File: config.mk
export PLATFORM = sky130hd
export DESIGN_NAME = pipe_reg_chain
export DESIGN_NICKNAME = d
export VERILOG_FILES = /design/src/rtl/pipe_reg_chain.sv
export SDC_FILE = /design/constraint.sdc
export NUM_CORES = 1
export LEC_CHECK = 0
export ABC_AREA = 1
export CAP_MARGIN = 20
export CELL_PAD_IN_SITES_DETAIL_PLACEMENT = 0
export CELL_PAD_IN_SITES_GLOBAL_PLACEMENT = 2
export CORE_ASPECT_RATIO = 0.7
export CORE_MARGIN = 3
export CORE_UTILIZATION = 38
export DETAILED_ROUTE_END_ITERATION = 6
export PLACE_DENSITY_LB_ADDON = 0.08
export SLEW_MARGIN = 20
export SYNTH_ARGS = -nofsm -noshare
export SYNTH_HDL_FRONTEND = slang
export SYNTH_SLANG_ARGS = --single-unit
File: constraint.sdc
create_clock -name clk -period 6.9 [get_ports clk]
set_clock_uncertainty 0.15 [all_clocks]
set_input_delay 0.69 -clock clk [delete_from_list [all_inputs] [get_ports clk]]
set_output_delay 0.69 -clock clk [all_outputs]
set_load 0.05 [all_outputs]
File: src/rtl/pipe_reg_chain.sv
// Bubble-collapsing register chain of DEPTH stages with valid/ready handshake, flush and occupancy.
// Optional occupancy counter compiled only with macro PIPE_REG_CHAIN_OCC_COUNT_EN (else tied to 0).
module pipe_reg_chain #(
  parameter int WIDTH = 32,
  parameter int DEPTH = 3
) (
  input  logic                       clk,
  input  logic                       reset,
  input  logic                       flush,
  input  logic                       in_valid,
  input  logic [WIDTH-1:0]           in_data,
  output logic                       in_ready,
  output logic                       out_valid,
  output logic [WIDTH-1:0]           out_data,
  input  logic                       out_ready,
  output logic [$clog2(DEPTH+1)-1:0] occupancy
);
  localparam int OW = $clog2(DEPTH + 1);

  logic [DEPTH-1:0] valid;
  logic [WIDTH-1:0] data [DEPTH];
  logic [DEPTH-1:0] rdy;
  logic             in_xfer;

  // Stage i can move iff some stage at or downstream of it is empty, or the sink drains.
  // Computed per stage without a chained vector to keep the comb network acyclic.
  always_comb begin
    rdy = '0;
    for (int i = 0; i < DEPTH; i++) begin
      logic full_above;
      full_above = 1'b1;
      for (int j = i; j < DEPTH; j++) full_above = full_above & valid[j];
      rdy[i] = !full_above | out_ready;
    end
  end

  assign in_ready  = rdy[0] & !flush;
  assign in_xfer   = in_valid & in_ready;
  assign out_valid = valid[DEPTH-1] & !flush;
  assign out_data  = data[DEPTH-1];

  always_ff @(posedge clk) begin
    if (reset) begin
      valid <= '0;
      for (int i = 0; i < DEPTH; i++) data[i] <= '0;
    end else if (flush) begin
      valid <= '0;
    end else begin
      if (rdy[0]) begin
        valid[0] <= in_xfer;
        if (in_xfer) data[0] <= in_data;
      end
      for (int i = 1; i < DEPTH; i++) begin
        if (rdy[i]) begin
          valid[i] <= valid[i-1];
          if (valid[i-1]) data[i] <= data[i-1];
        end
      end
    end
  end

`ifdef PIPE_REG_CHAIN_OCC_COUNT_EN
  logic          out_xfer;
  logic [OW-1:0] occ_q;

  assign out_xfer = out_valid & out_ready;

  always_ff @(posedge clk) begin
    if (reset || flush) begin
      occ_q <= '0;
    end else begin
      case ({in_xfer, out_xfer})
        2'b10:   occ_q <= occ_q + 1'b1;
        2'b01:   occ_q <= occ_q - 1'b1;
        default: occ_q <= occ_q;
      endcase
    end
  end

  assign occupancy = occ_q;
`else
  assign occupancy = '0;
`endif

endmodule

== Word level (Yosys, flattened, before mapping) ==
Memory sizes are Yosys's and may differ from the RTL's.
Index checks and enable logic that the tools add are counted.
Widths: inputs -> output; s select.

* Mux-type cells: 20
* Bitwise operators: 12
* Reduce and logical (&&, ||, !) cells: 5

{| class="wikitable"
|+ Operators by type and width
! operator !! number
|-
| $mux 32 || 3
|-
| $mux 1 || 17
|-
| $and 1x1->1 || 6
|-
| $or 1x1->1 || 6
|-
| $logic_not 1->1 || 4
|-
| $reduce_or 2->1 || 1
|}

* Flip-flop bits (word level): 3
* RAM bits: 96
* Logic and storage cells: 41
* Memories kept: 1

{| class="wikitable"
|+ Memory list
! name !! depth !! bits a word !! rd ports !! clocked after Yosys merged registers in !! wr ports !! line !! RTL
|-
| data || 3 || 32 || 3 || 0 || 3 || 21 || <nowiki>logic [WIDTH-1:0] data [DEPTH];</nowiki>
|}

== Longest topological paths before layout ==
* Depth in word-level cells: 12
* Mapped depth: 7
* Depth with buffers taken out: 5

== Worst setup path after synthesis ==
Ideal clock, no wire load.

* Path type: input-to-reg
* Start point: input flush
* End point: memory data[1][0], in the netlist data[0][32], enable pin
* Library setup time: 0.466 ns
* Data arrival time: 3.191 ns
* Setup slack: 3.093 ns
* Stages on the path: 3
* Buffers on the path: 0
* Path through: nor2_4 > nand2_1 > o21ai_0

{| class="wikitable"
|+ RTL lines
! element !! line !! RTL
|-
| start, declared || 9 || <nowiki>input logic flush,</nowiki>
|-
| end, declared || 21 ||
|}

== Worst setup path after layout ==
* Start point: input out_ready
* End point: output in_ready

* Cells in the longest elaborated chain, start to end: 2

{| class="wikitable"
|+ Ends and longest elaborated chain
! element !! line !! RTL
|-
| start, declared || 15 || <nowiki>input logic out_ready,</nowiki>
|-
| $or 1x1->1 || 33 || <nowiki>rdy[i] = !full_above | out_ready;</nowiki>
|-
| $and 1x1->1 || 37 || <nowiki>assign in_ready = rdy[0] & !flush;</nowiki>
|-
| end, declared || 12 || <nowiki>output logic in_ready,</nowiki>
|}

No other way between the ends.

==> impl_metrics.ini <==
[setup_path]
cp_top_family = buffers and inverters
slowest_delay_ns = 0.84
crit_top_cell = clkdlybuf4s50_1
cp.buffers_inverters = 2
crit_slowest_cell = clkdlybuf4s50_1
critPathMaxFanout = 5
crit_chain = clkdlybuf4s50_1 -> nor2_2 -> a21oi_1 -> clkdlybuf4s50_1
path_class = in -> out
cp-start-kind = input port
cp_data_arrival_time_ns = 2.36
end_kind = output pin
cp.required_ns = 6.06

[synth]
synth_cell_type_count = 18
syn_avg_cell_area_um2 = 12.0
syn_area_mm2 = 0.00446
synth_area_leaders = edfxtp_1, inv_1, a21oi_2, a21oi_1, buf_4
ys_ff_latch = 99
synth_area_leader_cell = edfxtp_1
ys_seq_area_share_pct = 66.0
syn-instance-count = 373
ys_warn_count = 0
yosysTopAreaCellShare_pct = 64.6

[clock_network]
post_cts_buffers = 0
cts_buffers = 9
htree_levels = 3
cts_tree = yes
clkSlewWorstSetupHoldPaths_ns = 0.06
clock_sinks = 99
holdBufCountCts = 0
root_buffer = clkbuf_16
cts_buffer_depth = 2
insertion_delay_ns = 0.34
cts_resized = 0

[sta]
maxSlewHeadroom_pct = 37.3
rsz0062_at_grt = no
slew_violations = 0
finalSetupViolations = 0
finalHoldViolCount = 0
fmax_ghz = 0.312
setup_ws_ns = 3.70
fin_tns_setup_ns = 0
fin_crit_ns = 3.20
finalCritPeriodShare_pct = 46.4
worst-slew-pin-transition_ns = 0.939

[placed_design]
routabilityCongestion = 0.729
dp_hpwl_um = 4320
io_buffers = 70
dp_slack_ns = 3.41

[routing]
wl_um = 7190
firstDrtPassIters = 4
antenna_left = 0
drc = 0
route.vias.total = 2411
drt-initial-drc-count = 141
wl_met3_um = 292
met2_wirelength_um = 3210
wl_per_cell_um = 12.8
top_layer = met4
met1_length_um = 3580
via_per_inst = 4.28

[global_routing]
grt_pass1_vias = 2318
grt_max_degree = 51
grt-ovfl-total = 0
grt_pass1_wl_um = 11600
track_usage_pct = 11.4
antenna_found_initial = 0

[floorplanning]
std_cell_rows = 32
io_pins = 73
die_h_um = 96.6
start_util_pct = 39.8
die_w_um = 135
core_mm2 = 0.0112
die_area_mm2 = 0.0131

[layout]
nets = 443
layout-drive-gt1-share_pct = 15.9
diodes = 0
area_growth_pct = 19.7

[power]
p_leak_nw = 2.05
p_sw_share_pct = 23.2
powerDensity_mw_per_mm2 = 240
clockPowerShare_pct = 34.1
seq_power_share_pct = 55.1
p_switching_mw = 0.297
intPower_mw = 0.984
power_frac_comb_pct = 10.8
vdd_ir_drop_max_mv = 0.116

[min_path]
hold_class = reg -> reg

[job]
cap_violations = 0

[run_status]
status = finished, final reports clean
[state kept, by name, summed over array words and instances (netlist names)]
register,count
valid,3
data,96
[layout make-up]
type | count | area (um2)
clock buffers | 10 | 229
clock inverters | 5 | 21.3
fillers | 1047 | 5870
inverters | 100 | 375
multi-input cells | 121 | 798
flip-flops and latches | 99 | 2940
well taps | 153 | 191
repair buffers | 75 | 778
[metal layers]
metal | up-vias | GRT usage, %
met5 | - | 0
met4 | 0 | 4.42
met3 | 8 | 3.27
met2 | 59 | 16.9
met1 | 1107 | 15.8
li1 | 1237 | -
[worst register-to-register path: stages (launching register included)]
cell and delay [ns]:
dfxtp_1 0.36, inv_1 0.07, nor2_1 0.28, nor2_2 0.10
nor2_4 0.10, buf_4 0.48, buf_4 0.66, a21oi_1 0.18
[per-stage QoR]
stage	area (um2)	power, mW	hold slack (ns)	cells	util (%)
after floorplan	4460	0.815	0.346	374	-
after global placement	5030	0.854	0.389	546	44.9
after detailed placement	5030	0.855	0.394	546	44.9
after CTS	5280	1.29	0.409	561	47.1
after global routing	5340	1.33	0.426	563	47.6
final	5340	1.28	0.401	563	47.6
[worst paths after layout]
path | start | to | slack, ns | cells after the start
hold / removal | data[0][6] | data[0][38] | 0.40 | 2
setup reg to reg | valid[2] | data[0][3] | 4.24 | 7
hold reg to reg | data[0][6] | data[0][38] | 0.40 | 2
setup / recovery | out_ready | in_ready | 3.70 | 4
[cells in the mapped netlist]
library cell and count:
a21oi_1 58, a21oi_2 40, buf_2 10, buf_4 34, buf_6 5, clkbuf_1 5
conb_1 1, dfxtp_1 3, edfxtp_1 96, inv_1 100, nand2_1 9, nand4_1 1
nand4_2 1, nor2_1 2, nor2_2 3, nor2_4 2, nor3_1 1, o21ai_0 2
[cell usage in the layout (no fill, tap or decap), drive strengths merged]
cell type      synthesis  routed
a21oi                 98      98
nand4                  2       2
conb                   1       2
buf                   49       5
o21ai                  2       2
clkbuf                 5      10
clkdlybuf4s50          0      70
clkinv                 0       5
nor3                   1       1
inv                  100     100
nor2                   7       7
dfxtp                  3       3
nand2                  9       9
edfxtp                96      96
[power groups by stage]
stage	sequential, mW	clock, mW	combinational [mW]
global placement	0.718	0	0.136
global route	0.709	0.468	0.149
detailed placement	0.719	0	0.136
CTS	0.706	0.447	0.137
finish	0.705	0.437	0.139
floorplan	0.717	0	0.0986
[cells by family (layout without fill, tap and decap cells)]
logic type | count (synthesis) | count (layout) | share of synthesized area (%)
buf+inv | 154 | 190 | 16.9
simple gates | 19 | 19 | 2.38
compound gates | 100 | 100 | 14.6
flops | 99 | 99 | 66.0
other cells | 1 | 2 | 0.0841
(Power assumes the default switching activity.)
